<file path="src/rtl/unit_arbiter_pkg.sv">
// Shared types and helpers for the thread-to-unit arbiter: selector encoding,
// operand bundle, memory control words and the memory-side FSM states.
package unit_arbiter_pkg;

  typedef logic [31:0] word_t;

  typedef enum logic [1:0] {
    SEL_NONE = 2'd0,
    SEL_ALU  = 2'd1,
    SEL_MEM  = 2'd2
  } unit_sel_t;

  // For MEM requests: ctrl = MEM_CTRL_*, a = byte address, b = write data.
  typedef struct packed {
    word_t ctrl;
    word_t a;
    word_t b;
  } unit_in_t;

  localparam word_t MEM_CTRL_READ  = 32'd0;
  localparam word_t MEM_CTRL_WRITE = 32'd1;

  typedef enum logic {
    MEM_ARB_IDLE = 1'b0,
    MEM_ARB_BUSY = 1'b1
  } mem_arb_state_t;

  // Circular successor with an explicit compare so non-power-of-2 counts wrap correctly.
  function automatic logic [4:0] rr_next(input logic [4:0] idx, input logic [4:0] n);
    logic [4:0] nxt;
    if (idx == (n - 5'd1)) begin
      nxt = 5'd0;
    end else begin
      nxt = idx + 5'd1;
    end
    return nxt;
  endfunction

endpackage

</file>
<file path="src/rtl/unit_arbiter_if.sv">
// Thread-array and shared-unit signal bundle; master is the arbiter's view,
// slave is the view of the threads and units around it.
interface unit_arbiter_if
  import unit_arbiter_pkg::*;
#(
  parameter int N_THREADS = 4
);

  unit_sel_t [N_THREADS-1:0] thr_sel;
  unit_in_t  [N_THREADS-1:0] thr_in;
  logic      [N_THREADS-1:0] thr_ready;
  word_t     [N_THREADS-1:0] thr_out;

  unit_in_t alu_in;
  word_t    alu_out;

  logic  mem_req;
  word_t mem_ctrl;
  word_t mem_addr;
  word_t mem_wdata;
  logic  mem_ack;
  word_t mem_rdata;

  modport master (
    input  thr_sel, thr_in, alu_out, mem_ack, mem_rdata,
    output thr_ready, thr_out, alu_in, mem_req, mem_ctrl, mem_addr, mem_wdata
  );

  modport slave (
    output thr_sel, thr_in, alu_out, mem_ack, mem_rdata,
    input  thr_ready, thr_out, alu_in, mem_req, mem_ctrl, mem_addr, mem_wdata
  );

endinterface

</file>
<file path="src/rtl/unit_arbiter_rr_arbiter.sv">
// Combinational round-robin picker: first requester at or after ptr_i,
// searching circularly.
module rr_arbiter #(
  parameter int N     = 4,
  parameter int IDX_W = (N > 1) ? $clog2(N) : 1
) (
  input  logic [N-1:0]     req_i,
  input  logic [IDX_W-1:0] ptr_i,
  output logic [N-1:0]     gnt_onehot_o,
  output logic [IDX_W-1:0] gnt_idx_o,
  output logic             any_o
);

  logic [IDX_W:0]   cand_s;
  logic [IDX_W-1:0] idx_s;
  logic             any_s;

  // Candidate index is wrapped by subtraction, never by dropping bits.
  always_comb begin
    cand_s = '0;
    idx_s  = '0;
    any_s  = 1'b0;
    for (int i = 0; i < N; i++) begin
      cand_s = {1'b0, ptr_i} + (IDX_W+1)'(i);
      if (cand_s >= (IDX_W+1)'(N)) begin
        cand_s = cand_s - (IDX_W+1)'(N);
      end else begin
        cand_s = cand_s;
      end
      if (!any_s && req_i[cand_s[IDX_W-1:0]]) begin
        any_s = 1'b1;
        idx_s = cand_s[IDX_W-1:0];
      end else begin
        any_s = any_s;
      end
    end
  end

  always_comb begin
    gnt_onehot_o = '0;
    if (any_s) begin
      gnt_onehot_o[idx_s] = 1'b1;
    end else begin
      gnt_onehot_o = '0;
    end
    gnt_idx_o = idx_s;
    any_o     = any_s;
  end

endmodule

</file>
<file path="src/rtl/unit_arbiter.sv">
// Shares one combinational ALU and one handshaked memory port among N_THREADS
// thread cores, with an independent round-robin pointer per unit.
module unit_arbiter
  import unit_arbiter_pkg::*;
#(
  parameter int N_THREADS = 4
) (
  input  logic           clk_i,
  input  logic           rst_i,
  unit_arbiter_if.master bus
);

  localparam int IDX_W = (N_THREADS > 1) ? $clog2(N_THREADS) : 1;

  logic [N_THREADS-1:0] alu_req_s, mem_reqv_s;
  logic [N_THREADS-1:0] alu_gnt_s, mem_gnt_s;
  logic [IDX_W-1:0]     alu_gnt_idx_s, mem_gnt_idx_s;
  logic                 alu_any_s, mem_any_s;

  logic [IDX_W-1:0] alu_ptr_q, alu_ptr_d;
  logic [IDX_W-1:0] mem_ptr_q, mem_ptr_d;
  logic [IDX_W-1:0] owner_q, owner_d;
  mem_arb_state_t   state_q, state_d;
  unit_in_t         payload_q, payload_d;
  unit_in_t         mem_pick_s;
  logic             mem_done_s;

  logic [N_THREADS-1:0] thr_ready_s;
  word_t [N_THREADS-1:0] thr_out_s;
  unit_in_t             alu_in_s;

  function automatic logic [IDX_W-1:0] next_idx(input logic [IDX_W-1:0] idx);
    return IDX_W'(rr_next(5'(idx), 5'(N_THREADS)));
  endfunction

  always_comb begin
    for (int i = 0; i < N_THREADS; i++) begin
      alu_req_s[i]  = (bus.thr_sel[i] == SEL_ALU);
      mem_reqv_s[i] = (bus.thr_sel[i] == SEL_MEM);
    end
  end

  rr_arbiter #(.N(N_THREADS), .IDX_W(IDX_W)) u_alu_rr (
    .req_i        (alu_req_s),
    .ptr_i        (alu_ptr_q),
    .gnt_onehot_o (alu_gnt_s),
    .gnt_idx_o    (alu_gnt_idx_s),
    .any_o        (alu_any_s)
  );

  rr_arbiter #(.N(N_THREADS), .IDX_W(IDX_W)) u_mem_rr (
    .req_i        (mem_reqv_s),
    .ptr_i        (mem_ptr_q),
    .gnt_onehot_o (mem_gnt_s),
    .gnt_idx_o    (mem_gnt_idx_s),
    .any_o        (mem_any_s)
  );

  // State register: pointers, memory FSM and the latched transaction.
  always_ff @(posedge clk_i) begin
    if (rst_i) begin
      alu_ptr_q <= '0;
      mem_ptr_q <= '0;
      owner_q   <= '0;
      state_q   <= MEM_ARB_IDLE;
      payload_q <= '0;
    end else begin
      alu_ptr_q <= alu_ptr_d;
      mem_ptr_q <= mem_ptr_d;
      owner_q   <= owner_d;
      state_q   <= state_d;
      payload_q <= payload_d;
    end
  end

  // Payload of the memory winner, AND-OR selected by the one-hot grant.
  always_comb begin
    mem_pick_s = '0;
    for (int i = 0; i < N_THREADS; i++) begin
      if (mem_gnt_s[i]) begin
        mem_pick_s = mem_pick_s | bus.thr_in[i];
      end else begin
        mem_pick_s = mem_pick_s;
      end
    end
  end

  // Next state: ALU pointer advances past each grant; memory FSM latches the
  // winner in IDLE and completes to that same owner on ack.
  always_comb begin
    state_d    = state_q;
    owner_d    = owner_q;
    payload_d  = payload_q;
    mem_ptr_d  = mem_ptr_q;
    mem_done_s = 1'b0;
    if (alu_any_s) begin
      alu_ptr_d = next_idx(alu_gnt_idx_s);
    end else begin
      alu_ptr_d = alu_ptr_q;
    end
    case (state_q)
      MEM_ARB_IDLE: begin
        if (mem_any_s) begin
          owner_d   = mem_gnt_idx_s;
          payload_d = mem_pick_s;
          state_d   = MEM_ARB_BUSY;
        end else begin
          state_d = MEM_ARB_IDLE;
        end
      end
      MEM_ARB_BUSY: begin
        if (bus.mem_ack) begin
          mem_done_s = 1'b1;
          mem_ptr_d  = next_idx(owner_q);
          state_d    = MEM_ARB_IDLE;
        end else begin
          state_d = MEM_ARB_BUSY;
        end
      end
      default: begin
        state_d = MEM_ARB_IDLE;
      end
    endcase
  end

  // Per-thread completion: NONE/undefined selects complete immediately.
  always_comb begin
    thr_ready_s = '0;
    thr_out_s   = '0;
    for (int i = 0; i < N_THREADS; i++) begin
      case (bus.thr_sel[i])
        SEL_ALU: begin
          if (alu_gnt_s[i]) begin
            thr_ready_s[i] = 1'b1;
            thr_out_s[i]   = bus.alu_out;
          end else begin
            thr_ready_s[i] = 1'b0;
          end
        end
        SEL_MEM: begin
          thr_ready_s[i] = 1'b0;
        end
        default: begin
          thr_ready_s[i] = 1'b1;
        end
      endcase
    end
    if (mem_done_s) begin
      thr_ready_s[owner_q] = 1'b1;
      thr_out_s[owner_q]   = bus.mem_rdata;
    end else begin
      thr_ready_s = thr_ready_s;
    end
    if (alu_any_s) begin
      alu_in_s = bus.thr_in[alu_gnt_idx_s];
    end else begin
      alu_in_s = '0;
    end
  end

  // Everything visible outside is held at zero while reset is asserted.
  always_comb begin
    if (rst_i) begin
      bus.thr_ready = '0;
      bus.thr_out   = '0;
      bus.alu_in    = '0;
      bus.mem_req   = 1'b0;
      bus.mem_ctrl  = '0;
      bus.mem_addr  = '0;
      bus.mem_wdata = '0;
    end else begin
      bus.thr_ready = thr_ready_s;
      bus.thr_out   = thr_out_s;
      bus.alu_in    = alu_in_s;
      bus.mem_req   = (state_q == MEM_ARB_BUSY);
      bus.mem_ctrl  = payload_q.ctrl;
      bus.mem_addr  = payload_q.a;
      bus.mem_wdata = payload_q.b;
    end
  end

endmodule

</file>
<file path="src/flat_wrapper.sv">
// flat-port wrapper written by rule: the top's interface ports become plain ports
module unit_arbiter_flat import unit_arbiter_pkg::*;
#(
  parameter int N_THREADS = 4
)
  (clk_i, rst_i, bus_thr_sel, bus_thr_in, bus_alu_out, bus_mem_ack, bus_mem_rdata, bus_thr_ready, bus_thr_out, bus_alu_in, bus_mem_req, bus_mem_ctrl, bus_mem_addr, bus_mem_wdata);
  unit_arbiter_if #(.N_THREADS(N_THREADS)) bus_i ();
  input  logic clk_i;
  input  logic rst_i;
  input wire logic [$bits(bus_i.thr_sel)-1:0] bus_thr_sel;
  input wire logic [$bits(bus_i.thr_in)-1:0] bus_thr_in;
  input wire logic [$bits(bus_i.alu_out)-1:0] bus_alu_out;
  input wire logic [$bits(bus_i.mem_ack)-1:0] bus_mem_ack;
  input wire logic [$bits(bus_i.mem_rdata)-1:0] bus_mem_rdata;
  output wire logic [$bits(bus_i.thr_ready)-1:0] bus_thr_ready;
  output wire logic [$bits(bus_i.thr_out)-1:0] bus_thr_out;
  output wire logic [$bits(bus_i.alu_in)-1:0] bus_alu_in;
  output wire logic [$bits(bus_i.mem_req)-1:0] bus_mem_req;
  output wire logic [$bits(bus_i.mem_ctrl)-1:0] bus_mem_ctrl;
  output wire logic [$bits(bus_i.mem_addr)-1:0] bus_mem_addr;
  output wire logic [$bits(bus_i.mem_wdata)-1:0] bus_mem_wdata;
  assign bus_i.thr_sel = bus_thr_sel;
  assign bus_i.thr_in = bus_thr_in;
  assign bus_i.alu_out = bus_alu_out;
  assign bus_i.mem_ack = bus_mem_ack;
  assign bus_i.mem_rdata = bus_mem_rdata;
  assign bus_thr_ready = bus_i.thr_ready;
  assign bus_thr_out = bus_i.thr_out;
  assign bus_alu_in = bus_i.alu_in;
  assign bus_mem_req = bus_i.mem_req;
  assign bus_mem_ctrl = bus_i.mem_ctrl;
  assign bus_mem_addr = bus_i.mem_addr;
  assign bus_mem_wdata = bus_i.mem_wdata;
  unit_arbiter #(.N_THREADS(N_THREADS)) u_core (.clk_i(clk_i), .rst_i(rst_i), .bus(bus_i));
endmodule
</file>
<file path="config.mk">
export PLATFORM = sky130hd
export DESIGN_NAME = unit_arbiter_flat
export DESIGN_NICKNAME = d
export VERILOG_FILES = /design/src/rtl/unit_arbiter_pkg.sv /design/src/rtl/unit_arbiter_if.sv /design/src/rtl/unit_arbiter_rr_arbiter.sv /design/src/rtl/unit_arbiter.sv /design/src/flat_wrapper.sv
export SDC_FILE = /design/constraint.sdc
export NUM_CORES = 1
export LEC_CHECK = 0
export BUFFER_PORTS_ARGS = -buffer_cell sky130_fd_sc_hd__buf_2
export CAP_MARGIN = 20
export CELL_PAD_IN_SITES_DETAIL_PLACEMENT = 1
export CELL_PAD_IN_SITES_GLOBAL_PLACEMENT = 2
export CORE_AREA = 2 2 307 309
export CTS_CLUSTER_SIZE = 40
export DETAILED_ROUTE_END_ITERATION = 16
export DIE_AREA = 0 0 309 311
export GPL_ROUTABILITY_DRIVEN = 1
export GPL_TIMING_DRIVEN = 1
export PLACE_DENSITY = 0.54
export SLEW_MARGIN = 15
export SYNTH_ARGS = -nofsm -noshare
export SYNTH_HDL_FRONTEND = slang
export SYNTH_HIERARCHICAL = 1
export SYNTH_SLANG_ARGS = --single-unit
</file>
<file path="constraint.sdc">
create_clock -name clk_i -period 1.9 [get_ports clk_i]
set_input_delay 0 -clock clk_i [delete_from_list [all_inputs] [get_ports clk_i]]
set_output_delay 0 -clock clk_i [all_outputs]
set_load 0.005 [all_outputs]
</file>
# Word-level counts from Yosys, hierarchy flattened
# Index checks and enable logic that the tools add are counted.
[word_totals] out_inout_bits=325 reg_bits=103
[op_classes] mux=90 n_bitwise=5 reduce_logical=17 addsub=16 n_lt_le_gt_ge=22 n_eq_ne=10
[ops] cell="96-bit two-way mux" count=7
[ops] cell="32-bit two-way mux" count=12
[ops] cell="96-bit OR" count=3
[ops] cell="128-bit two-way mux" count=2
[ops] cell="96-bit binary-select mux with 2-bit select" count=1
[ops] cell="128-bit bitwise mux" count=1
[ops] cell="32-bit demux with 2-bit select" count=1
[ops] cell="2-bit two-way mux" count=18
[ops] cell="2-bit by 3-bit < comparator with 1-bit output (second input constant)" count=11
[ops] cell="1-bit two-way mux" count=28
[ops] cell="3-bit greater-or-equal comparator (second input constant)" count=6
[ops] cell="1-bit binary-select mux with 2-bit select" count=8
[ops] cell="4-bit two-way mux" count=4
[ops] cell="2-bit by 1-bit subtractor with 2-bit output (second input constant)" count=8
[ops] cell="2-bit by 2-bit adder with 3-bit output (second input constant)" count=4
[ops] cell="2-bit equality test (second input constant)" count=6
[ops] cell="1-bit case mux with 2 select lines" count=5
[ops] cell="1-bit logical AND" count=9
[ops] cell="2-bit by 1-bit equality test with 1-bit output (second input constant)" count=4
[ops] cell="2-bit by 1-bit adder with 3-bit output (second input constant)" count=2
[ops] cell="1-bit demux with 2-bit select" count=3
[ops] cell="2-bit by 1-bit greater-or-equal comparator with 1-bit output (second input constant)" count=3
[ops] cell="2-bit by 3-bit greater-or-equal comparator with 1-bit output (second input constant)" count=2
[ops] cell="1-bit zero test" count=6
[ops] cell="other kinds (4)" count=6

# Depth between registers and ports, before layout
# Gate-level depths: netlist of the first run.
[depth] ltp_word=26 depth_mapped=11 ltp_nobuf=8

# By module
# Netlist of the first run, hierarchy kept.
[by_module_without_submodules] module="unit_arbiter" cells_each=1403 seq_area_each_um2=2062.0 n_inst=1 area_per_inst_um2=11069.4
[by_module_without_submodules] module="rr_arbiter" cells_each=33 seq_area_each_um2=0.0 n_inst=2 area_per_inst_um2=211.5

# Worst setup path before layout of the first run
# OpenSTA, ideal clock, no wires.
[synth_path] kind="register to output" start="reg u_core.alu_ptr_q[1]" end="out bus_alu_in[86]" t_required_ns=1.900 path_slack_ns=-0.247 arrival_ns=2.147 n_path_buf=4 path_stages_with_launch=10 path_cell_list="dfxtp_1 -> buf_6 -> mux2i_1 -> nor2_1 -> a311oi_1 -> buf_6 -> buf_12 -> buf_8 -> mux4_2 -> nor2b_1"
[synth_between] elab_chain_cells=18 word_cells_on_any_way=41 cone_classes="add/sub: 7; order compare: 4; mux: 24; reduce/logical: 6"
[synth_rtl] item="start: declaration" line="unit_arbiter.sv:20" source="logic [IDX_W-1:0] alu_ptr_q, alu_ptr_d;"
[synth_rtl] item="start signal: assignment" line="unit_arbiter.sv:68" source="alu_ptr_q <= alu_ptr_d;"
[synth_rtl] item="parallel branches: the longest is 13 deep, another holds 2-bit by 1-bit adder with 3-bit output"
[synth_rtl] item="2-bit two-way mux (*)" line="unit_arbiter_rr_arbiter.sv:30" source="if (!any_s && req_i[cand_s[IDX_W-1:0]]) begin"
[synth_rtl] item="named net u_core.alu_gnt_idx_s[0]" line="unit_arbiter.sv:17" source="logic [IDX_W-1:0] alu_gnt_idx_s, mem_gnt_idx_s;"
[synth_rtl] item="96-bit binary-select mux with 2-bit select (*)" line="unit_arbiter.sv:155" source="alu_in_s = bus.thr_in[alu_gnt_idx_s];"
[synth_rtl] item="96-bit two-way mux (implied by the code) (*)" line="unit_arbiter.sv:155"
[synth_rtl] item="96-bit two-way mux (*)" line="unit_arbiter.sv:154" source="if (alu_any_s) begin"
[synth_rtl] item="96-bit two-way mux (*)" line="unit_arbiter.sv:163" source="if (rst_i) begin"
[synth_rtl] item="end: declaration" line="flat_wrapper.sv:17" source="output wire logic [$bits(bus_i.alu_in)-1:0] bus_alu_in;"
# Mark *: on every way through the listed nets, which the timed path passes. The select of a mux whose other input is x is not followed.

# Worst setup path after layout of the first run
[layout_path] start="reg u_core.alu_ptr_q[1]" end="out bus_alu_in[55]"
# Same word-level chain as after synthesis.

==> results of run 1 <==
==> worst max path at each step <==
stage	from	end	depth (start not counted)	slack, ns
final	u_core/alu_ptr_q[1]	bus_alu_in[55]	9	-0.77
after global routing	u_core/alu_ptr_q[1]	bus_alu_in[37]	9	-0.87
after CTS	u_core/alu_ptr_q[1]	bus_alu_in[37]	9	-0.81
after detailed placement	bus_thr_sel[7]	bus_alu_in[6]	9	-0.41
after global placement	bus_thr_sel[5]	bus_alu_in[25]	9	-0.40
after floorplan	u_core/alu_ptr_q[1]	bus_alu_in[66]	9	-0.09
==> cell usage in the layout (no fill, tap or decap), types with 78 or more instances in the layout <==
master / n
buf_2: 769
a22oi_1: 192
nor2b_1: 160
nand2_1: 136
dlygate4sd3_1: 124
nand3_1: 124
nor2_1: 111
buf_4: 102
dfxtp_1: 102
a311oi_1: 97
mux4_2: 96
a21oi_2: 78
==> per-layer routing <==
metal  vias to the layer above  wire length [µm]  GRT usage [%]
met5                         -                27              0
met4                         4              3272          6.311
met3                       141              5461          3.290
met2                       682             43260          30.91
met1                      8070             32900          18.96
li1                       7382                 -              -
==> cells in the mapped netlist, drive strengths merged <==
master / instances
o21ai: 10
buf: 71
a311oi: 98
and3b: 4
mux4: 96
dfxtp: 103
nor3b: 4
and2b: 2
a22o: 2
inv: 8
nor2b: 206
nand2: 136
o21bai: 2
and2: 2
a21boi: 2
ha: 5
o2bb2ai: 2
nand2b: 5
and3: 4
a21oi: 142
a22oi: 192
mux2i: 5
o2bb2a: 2
nor2: 111
clkbuf: 118
nand3: 133
o221a: 4
==> power groups by stage <==
stage | clock [µW] | sequential (µW) | combinational, µW
global placement | 0 | 2600 | 4690
global route | 2240 | 2600 | 5810
finish | 2040 | 2560 | 5400
CTS | 2190 | 2560 | 5360
floorplan | 0 | 2560 | 2470
detailed placement | 0 | 2610 | 4750
==> repair_timing <==
item,CTS,global route
pin swaps,63,20
hold buffers,124,0
cloned,12,2
endpoints found under the setup margin,298,324
setup buffers,15,7
endpoints found under the hold margin,67,0
resized for setup,121,70
==> layout make-up <==
cell class / instances / area [µm²]
clock buffers: 10 / 229.0
well taps: 1254 / 1569
clock inverters: 6 / 62.56
flip-flops and latches: 103 / 2066
diodes: 8 / 20.02
repair buffers: 1094 / 7762
multi-input cells: 1169 / 9270
fillers: 11135 / 71760
inverters: 8 / 30.03
==> critical path, delay by kind of cell (launching register included) <==
| kind | cells | cell delay, ns |
|---|---|---|
| muxes | 2 | 0.68 |
| DFF | 1 | 0.38 |
| AOI/OAI and AO/OA | 1 | 0.24 |
| buffers and inverters | 4 | 0.65 |
| and+or+nand+nor | 2 | 0.29 |
==> kinds of logic (layout without fill, tap and decap cells) <==
logic type | after synthesis | after routing | synth area share [%]
and+or+nand+nor | 607 | 607 | 26.41
DFF | 103 | 103 | 17.94
muxes | 101 | 101 | 19.25
adders and majority gates | 5 | 5 | 0.5444
buffers and inverters | 197 | 1118 | 8.089
AOI/OAI and AO/OA | 456 | 456 | 27.76
other | 0 | 8 | 0
==> flip-flops by register name, indices dropped and copies added (netlist names) <==
signal / count
u_core/alu_ptr_q: 2
u_core/mem_ptr_q: 2
u_core/owner_q: 2
u_core/payload_q: 96
u_core/state_q: 1
==> through the flow <==
stage / hold WS [ns] / TNS, ns / cells
finish: 0.02850 / -115.24 / 3652
global route: 0.01453 / -154.99 / 3652
CTS: 0.0002064 / -131.50 / 3636
detailed placement: 0.3403 / -51.59 / 3469
global placement: 0.3383 / -45.34 / 3469
floorplan: 0.09560 / -4.334 / 1469
==> impl_results.md, run 1 <==
* GRT Util Overall at 16.83%
* Initial antenna violation count at 21
* Sink Count at 103
* Total Wirelength at 84920 µm
* Final period util at 140.4%
* Placed Area at 18100 µm²
* Endpoints failing setup at 282
* Switch share at 38.36%
* Vias in the first global route at 17902
* Slew Limit Fails at 0
* Placer Congestion at 0.8679
* Top cells by area, synth: mux4_2 19%, dfxtp_1 18%, a22oi_1 13%, nor2b_1 11%, a311oi_1 7.5%
* 1st-iter DRT viols at 860
* First-pass GRT wire length at 121300 µm
* Crit Path Category: reg -> out
* DIE WIDTH at 309 µm
* Final WS setup at -0.7679 ns
* Worst-case clock skew at 0.01805 ns
* Final Critical Period at 2.668 ns
* Post-synth top area share at 18.81%
* MaxCap Viol Count at 0
* Final hold vios at 0
* Initial core utilization at 12.39%
* Nets at 2849
* Min-delay src: bus_thr_in[305]
* CP required at 1.90 ns
* Synth area leader: mux4_2
* Comb pwr share at 54.0%
* Remaining Overflow, GRT at 0
* Core Region at 92770 µm²
* Worst setup EP type: output pin
* Post-Syn Instances at 1469
* Clock Path Buffers at 2
* Buffers on Ports at 783
* Max incr delay on CP at 0.50 ns
* HPWL Detailed at 63660 µm
* HP Class: in -> reg
* Via/cell ratio at 4.458
* FF-to-FF Start: u_core/alu_ptr_q[1]
* Cell Chain, Critical Path: mux2i_1 > nor2_1 > a311oi_4 > buf_12 > buf_16 > buf_8 > mux4_2 > nor2b_1 > buf_2
* RR Endpoint: u_core/alu_ptr_q[1]
* Area growth from synthesis to layout at 82.81%
* Util after Layout at 22.65%
* TritonCTS clock tree: yes
* Synth cell types at 34
* Slew headroom at 35.69%
* Clock slew at reported path FFs at 0.08 ns
* Syn_nets at 1933
* Leakage at 0.008688 µW
* ANT nets after route at 0
* CP Max Fanout at 6
* Cell row count at 112
* Vert. Die Dim at 311 µm
* Worst VDD drop at 0.4052 mV
* Pint at 6165 µW
* Largest net degree at the start of global routing at 133
* Failing checks: negative setup slack
* RSZ-0062 raised after global routing: true
* Share of layout cells above drive strength 1 at 51.67%
* Pre-CTS setup slack at -0.4145 ns
* Num ports at 784
* Seq pwr share at 25.6%
* # DRC at 0
* P per Cell Area at 476.1 nW/µm²
* Finished Cell Area at 21010 µm²
* Root Driver: clkbuf_16
* Crit path launch type: register
* H-Tree Depth at 3
* Max Fclk at 374.8 MHz
* Synth Cell Area at 11490 µm²
* Avg Synthesized Cell Area at 7.823 µm²
* Hold Path Depth at 3
* CTS Buf Count at 9
* Switching pwr at 3837 µW
* CP max stage cell: mux4_2
* Post-synthesis sequential area ratio at 17.94%
* Outcome: finished, violations left
* Synthesis warning total at 6
* Worst Path Arrival at 2.67 ns
* Clock Latency Late Sink at 0.40 ns
* Via Count at 16279
* Total power at 10000 µW
* Die ar. at 96100 µm²
* Seq cells post-synth at 103
* Slew @ Worst Pin at 0.9647 ns
* Setup slack, reg-to-reg at -0.13 ns
* Clock Power Share at 20.4%
* Worst reg-to-reg path cell count at 10
* DRT Pass-1 Iters at 5
* Hold Path Sink: u_core/payload_q[17]
* Wire per inst at 23.25 µm
Power figures use the tool's default switching activity.
==> run 2, diff against run 1 <==
--- a/config.mk
+++ b/config.mk
@@ -5,17 +5,18 @@
 export SDC_FILE = /design/constraint.sdc
 export NUM_CORES = 1
 export LEC_CHECK = 0
+export ABC_AREA = 1
 export BUFFER_PORTS_ARGS = -buffer_cell sky130_fd_sc_hd__buf_2
 export CAP_MARGIN = 20
 export CELL_PAD_IN_SITES_DETAIL_PLACEMENT = 1
 export CELL_PAD_IN_SITES_GLOBAL_PLACEMENT = 2
-export CORE_AREA = 2 2 307 309
+export CORE_MARGIN = 2
+export CORE_UTILIZATION = 18
 export CTS_CLUSTER_SIZE = 40
 export DETAILED_ROUTE_END_ITERATION = 16
-export DIE_AREA = 0 0 309 311
 export GPL_ROUTABILITY_DRIVEN = 1
 export GPL_TIMING_DRIVEN = 1
-export PLACE_DENSITY = 0.54
+export PLACE_DENSITY = 0.77
 export SLEW_MARGIN = 15
 export SYNTH_ARGS = -nofsm -noshare
 export SYNTH_HDL_FRONTEND = slang
==> impl_results.md, run 2 <==
* Post-synthesis sequential area ratio at 12.93%
* Buffers on Ports at 783
* CTS Buf Count at 9
* HP Class: in -> reg
* Synthesis warning total at 6
* GRT Util Overall at 23.98%
* Nets at 5098
* H-Tree Depth at 3
* Worst reg-to-reg path cell count at 17
* # DRC at 0
* Cell Chain, Critical Path: buf_12 > inv_8 > nand2_8 > nand2_4 > o21ai_4 > inv_2 > nand4_1 > nand2_4 > buf_12 > nor2_4 > buf_12 > clkbuf_16 > nand2_1 > nor2_1 > nor2_1 > nor2_2 > buf_2
* Area growth from synthesis to layout at 76.16%
* Most frequent cells in the layout: 1300 x nand2_1, 777 x buf_2, 666 x nor2_1
* Via/cell ratio at 4.464
* Async set or reset register ratio after synthesis at 0%
* Outcome: finished, violations left
* Leakage at 0.01559 µW
* Syn_nets at 3932
* Crit Path Category: reg -> out
* Vert. Die Dim at 301.6 µm
* Biggest register: u_core/payload_q
* FILL cells at 11993
* 1st-iter DRT viols at 1462
* Total power at 47310 µW
* Post-synth top area share at 30.93%
* Clock slew at reported path FFs at 0.10 ns
* Placer Congestion at 0.9179
* Worst path top cell family by delay: simple AND/OR/NAND/NOR gates
* CP max stage cell: dfxtp_4
* Synth Cell Area at 15950 µm²
* Max reg flops at 96
* Commonest non-fill, non-tap cell in the layout: nand2_1
* Worst setup EP type: output pin
* Max incr delay on CP at 0.38 ns
* Failing checks: negative setup slack
* Post-synthesis compound-gate area fraction at 6.748%
* Share of layout cells above drive strength 1 at 27.23%
* Setup slack, reg-to-reg at -0.43 ns
* FF-to-FF Start: u_core/mem_ptr_q[0]
* Crit path launch type: register
* Vias in the first global route at 26805
* Final period util at 142.8%
* Wire per inst at 19.79 µm
* Final Critical Period at 2.713 ns
* Final hold vios at 0
* Endpoints failing setup at 326
* Clock Path Buffers at 2
* Hold Path Sink: u_core/payload_q[68]
* Remaining Overflow, GRT at 0
* Initial antenna violation count at 39
* Total Wirelength at 115300 µm
* MaxCap Viol Count at 0
* Largest net degree at the start of global routing at 103
* Multiplexer share of the synthesized area at 0%
* Util after Layout at 31.89%
* ANT nets after route at 0
* TritonCTS clock tree: yes
* Via Count at 26011
* First-pass GRT wire length at 165700 µm
* Clock Latency Late Sink at 0.41 ns
* DIE WIDTH at 301.6 µm
* CP required at 1.90 ns
* Num ports at 784
* Initial core utilization at 18.10%
* Worst-case clock skew at 0.02273 ns
* Most frequent cell after synthesis: nand2_1
* Final WS setup at -0.8130 ns
* Synth Area in Adders at 0.3923%
* Min-delay src: bus_thr_in[260]
* Largest family of logic cells by synthesized area: simple AND/OR/NAND/NOR gates
* DRT Pass-1 Iters at 5
* Post-synthesis xor/xnor area fraction at 0%
* RR Endpoint: u_core/payload_q[25]
* Post-synthesis simple-gate area fraction at 58.78%
* Core Region at 88100 µm²
* Slew Limit Fails at 0
* Top cells by count, synth: 1314 x nand2_1, 684 x nor2_1, 561 x inv_1
* Worst Path Arrival at 2.71 ns
* Top cells by area, synth: nand2_1 31%, nor2_1 16%, inv_1 13%, dfxtp_1 13%, nand3_1 9.1%
* Seq cells post-synth at 103
* RSZ-0062 raised after global routing: true
* Root Driver: clkbuf_16
* Avg Synthesized Cell Area at 4.598 µm²
* Dominant synthesized flop cell: dfxtp_1
* P per Cell Area at 1684 nW/µm²
* Most frequent CP cell: buf_12
* Post-Syn Instances at 3468
* Worst VDD drop at 0.8139 mV
* Max Fclk at 368.6 MHz
* EDFF count, synth at 0
* Final setup TNS at -191.51 ns
* Pre-CTS setup slack at -0.4835 ns
* Die ar. at 90990 µm²
* Slew @ Worst Pin at 0.7819 ns
* Cell row count at 109
* HPWL Detailed at 83740 µm
* Slew headroom at 47.88%
* Hold Path Depth at 5
* Synth area leader: nand2_1
* Sink Count at 103
* Critical path buffers and inverters at 7
* Synth cell types at 25
* CP Max Fanout at 9
==> run 2: cell families (layout without fill, tap and decap cells) <==
kind of cell             Yosys count  after routing
AND/OR/NAND/NOR                 2343           2343
buffers and inverters            806           1977
AO/OA/AOI/OAI                    211            211
flip-flops                       103            103
adder cells (fa/ha/maj)            5              5
other                              0             23
==> run 2: report_power, final <==
group / total, µW / switching [µW] / internal [µW]
clock: 2370 / 1170 / 1200
sequential: 3370 / 436 / 2930
combinational: 41600 / 23300 / 18300
total: 47300 / 24900 / 22400
==> run 2: repair_timing <==
action                     CTS  global route
buffers inserted            17             8
hold endpoints to repair    92             0
resized for setup           84            64
pin swaps                   58           131
hold buffers               336             0
gates cloned                14             7
setup endpoints to repair  326           326
==> run 2: worst reg2reg max path, cell delays in order (launching register included) <==
cell and delay, ns:
dfxtp_2 0.49, inv_8 0.08, nand2_2 0.08, nand2_4 0.07
nand2_1 0.08, nand2_2 0.07, nand2_2 0.09, nand2_2 0.05
nand2_2 0.07, nand3_2 0.18, nand2_1 0.16, inv_4 0.06
buf_12 0.17, buf_4 0.19, nand2_1 0.05, nand3_1 0.08
nor2_1 0.19, nor2_1 0.08
==> run 2: cell type report <==
cell class | count | area (µm²) | area share [%]
Multi-Input combinational cell | 2559 | 11100 | 39.51
Inverter | 573 | 2212 | 7.875
Clock inverter | 7 | 111.4 | 0.3964
Timing Repair Buffer | 1388 | 10860 | 38.66
Tap cell | 1165 | 1458 | 5.189
Clock buffer | 9 | 225.2 | 0.8017
Sequential cell | 103 | 2068 | 7.362
Antenna cell | 23 | 57.56 | 0.2049
==> run 2: how the worst max path moves through the flow <==
stage | start | to | slack, ns | cells past startpoint
detailed placement | u_core/alu_ptr_q[0] | bus_thr_out[7] | -0.48 | 16
global route | u_core/alu_ptr_q[0] | bus_thr_out[96] | -0.96 | 18
CTS | u_core/alu_ptr_q[0] | bus_thr_out[46] | -0.80 | 18
finish | u_core/alu_ptr_q[0] | bus_thr_out[19] | -0.81 | 17
global placement | u_core/alu_ptr_q[0] | bus_thr_out[7] | -0.45 | 16
floorplan | u_core/mem_ptr_q[0] | u_core/payload_q[11] | 0.003 | 18
==> run 2: stage by stage <==
| stage | area, µm² | hold slack [ns] | std cells |
|---|---|---|---|
| final | 28090 | 0.01347 | 5827 |
| after global routing | 28080 | 0.03567 | 5824 |
| after CTS | 27580 | 0.001273 | 5791 |
| after detailed placement | 22970 | 0.3434 | 5408 |
| after global placement | 22970 | 0.3357 | 5408 |
| after floorplan | 16190 | 0.1621 | 3468 |
==> run 2: layer usage <==
metal | routed length (µm) | part of all wire, % | track usage [%]
met5 | 179 | 0.16 | 0
met4 | 4633 | 4.0 | 9.889
met3 | 7501 | 6.5 | 4.517
met2 | 54270 | 47 | 41.32
met1 | 48720 | 42 | 29.10
==> run 3, diff against run 2 <==
--- a/config.mk
+++ b/config.mk
@@ -5,18 +5,17 @@
 export SDC_FILE = /design/constraint.sdc
 export NUM_CORES = 1
 export LEC_CHECK = 0
-export ABC_AREA = 1
 export BUFFER_PORTS_ARGS = -buffer_cell sky130_fd_sc_hd__buf_2
 export CAP_MARGIN = 20
 export CELL_PAD_IN_SITES_DETAIL_PLACEMENT = 1
 export CELL_PAD_IN_SITES_GLOBAL_PLACEMENT = 2
-export CORE_MARGIN = 2
-export CORE_UTILIZATION = 18
+export CORE_AREA = 2 2 302 304
 export CTS_CLUSTER_SIZE = 40
 export DETAILED_ROUTE_END_ITERATION = 16
+export DIE_AREA = 0 0 304 306
 export GPL_ROUTABILITY_DRIVEN = 1
 export GPL_TIMING_DRIVEN = 1
-export PLACE_DENSITY = 0.77
+export PLACE_DENSITY = 0.53
 export SLEW_MARGIN = 15
 export SYNTH_ARGS = -nofsm -noshare
 export SYNTH_HDL_FRONTEND = slang
==> constraint.sdc (replaced) <==
create_clock -name clk_i -period 3.1 [get_ports clk_i]
set_input_delay 0 -clock clk_i [delete_from_list [all_inputs] [get_ports clk_i]]
set_output_delay 0 -clock clk_i [all_outputs]
set_load 0.005 [all_outputs]
==> impl_results.md, run 3 (synthesis results as in run 1) <==
* Outcome: complete, no violations
* Final setup TNS at 0 ns
* Sink Count at 103
* Final Critical Period at 2.937 ns
* Nets at 2794
* ANT nets after route at 0
* DRT Pass-1 Iters at 5
* CTS Buf Count at 9
* Hold Path Depth at 3
* Vert. Die Dim at 306 µm
* Buffers on Ports at 783
* Wire per inst at 24.29 µm
* Clock Path Buffers at 2
* Final period util at 94.76%
* Worst setup EP type: output pin
* Crit Path Category: reg -> out
* FF-to-FF Start: u_core/mem_ptr_q[0]
* RR Endpoint: u_core/payload_q[7]
* Via Count at 16312
* GRT Util Overall at 17.49%
* Slew @ Worst Pin at 1.010 ns
* Crit path launch type: register
* Remaining Overflow, GRT at 0
* Placer Congestion at 0.9166
* Finished Cell Area at 19060 µm²
* Initial core utilization at 12.83%
* HP Class: in -> reg
* Slew Limit Fails at 0
* First-pass GRT wire length at 122800 µm
* Max reg flops at 96
* Hold WS at 0.01781 ns
* Initial antenna violation count at 20
* TritonCTS clock tree: yes
* Total Wirelength at 85540 µm
* Most frequent cells in the layout: 782 x buf_2, 205 x nor2b_1, 192 x a22oi_1
* Root Driver: clkbuf_16
* Biggest register: u_core/payload_q
* HPWL Detailed at 65750 µm
* Clock Latency Late Sink at 0.40 ns
* Via/cell ratio at 4.631
* Largest net degree at the start of global routing at 173
* Core Region at 89600 µm²
* Clock slew at reported path FFs at 0.11 ns
* Setup slack, reg-to-reg at 0.30 ns
* Hold Path Sink: u_core/payload_q[28]
* Total power at 5872 µW
* CP Max Fanout at 19
* H-Tree Depth at 3
* Final hold vios at 0
* Area growth from synthesis to layout at 65.88%
* Endpoints failing setup at 0
* Worst VDD drop at 0.2419 mV
* Vias in the first global route at 17649
* Worst reg-to-reg path cell count at 8
* MaxCap Viol Count at 0
* Worst-case clock skew at 0.02411 ns
* 1st-iter DRT viols at 1157
* Worst Path Arrival at 2.94 ns
* Num ports at 784
* Commonest non-fill, non-tap cell in the layout: buf_2
* Max Fclk at 340.4 MHz
* P per Cell Area at 308.0 nW/µm²
* Placed Area at 16840 µm²
* DIE WIDTH at 304 µm
* # DRC at 0
* Util after Layout at 21.28%
* CP required at 3.10 ns
* Die ar. at 93020 µm²
* Leakage at 0.007868 µW
* FILL cells at 10883
* Critical path origin: u_core/alu_ptr_q[1]
* RSZ-0062 raised after global routing: false
* Slew headroom at 32.67%
* Cell row count at 110
* Min-delay src: bus_thr_in[316]
* Share of layout cells above drive strength 1 at 42.14%
run 3: cell count changes in the layout (fill, tap and decap cells not counted), sizes merged, moves of 38 or more:
cell and delta:
o21ai -96, nor2 -577, nand2 -1210, a21oi +38
buf -184, inv -565, mux4 +96, nand3 -170
dlygate4sd3 -155, a22oi +192, nor2b +206, a311oi +98
run 3: timing repair:
action / CTS / global route
buffers inserted: 5 / 1
pin swaps: 1 / 1
gates resized for setup: 1 / 2
hold endpoints to repair: 82 / 0
setup endpoints to repair: 20 / 23
hold buffers: 181 / 0
run 3: routing by layer:
layer	wire length, µm	up-vias	part of all wire [%]	track usage (%)
li1	-	7271	-	-
met1	34480	8231	40	20.39
met2	43850	692	51	31.79
met3	4876	106	5.7	3.435
met4	2258	12	2.6	5.901
met5	80	-	0.094	0
run 3: how the worst max path moves through the flow:
stage                      to  slack [ns]
6_report       bus_alu_in[51]        0.16
5_1_grt        bus_alu_in[51]        0.02
4_1_cts        bus_alu_in[51]        0.01
3_5_place_dp   bus_alu_in[51]        0.36
3_3_place_gp   bus_alu_in[52]        0.46
2_1_floorplan  bus_alu_in[86]        0.95
run 3: layout make-up:
type	count	area, µm²	area share, %
Inverter	8	30.03	0.1575
Tap cell	1176	1471	7.719
Multi-Input combinational cell	1169	8572	44.97
Timing Repair Buffer	1039	6579	34.51
Clock buffer	9	225.2	1.181
Antenna cell	11	27.53	0.1444
Clock inverter	7	91.34	0.4791
Sequential cell	103	2067	10.84
run 3: where the power goes:
group | switching (µW) | internal (µW) | total [µW]
sequential | 92.6 | 1490 | 1580
clock | 772 | 591 | 1360
combinational | 1490 | 1450 | 2930
total | 2350 | 3520 | 5870
run 3: metrics by stage:
step                      setup slack (ns)  cells
after detailed placement            0.3576   3308
after floorplan                     0.9530   1469
after global placement              0.4616   3308
after CTS                          0.01303   3510
final                               0.1625   3522
after global routing               0.01527   3518
run 3: critical path, cell delays in order (launching register included):
cell and delay (ns):
dfxtp_4 0.40, buf_4 0.17, nand2b_1 0.11, a21oi_1 0.11, a311oi_4 0.31, buf_12 0.19
buf_12 0.19, buf_4 0.19, mux4_2 0.51, nor2b_1 0.16, buf_2 0.16
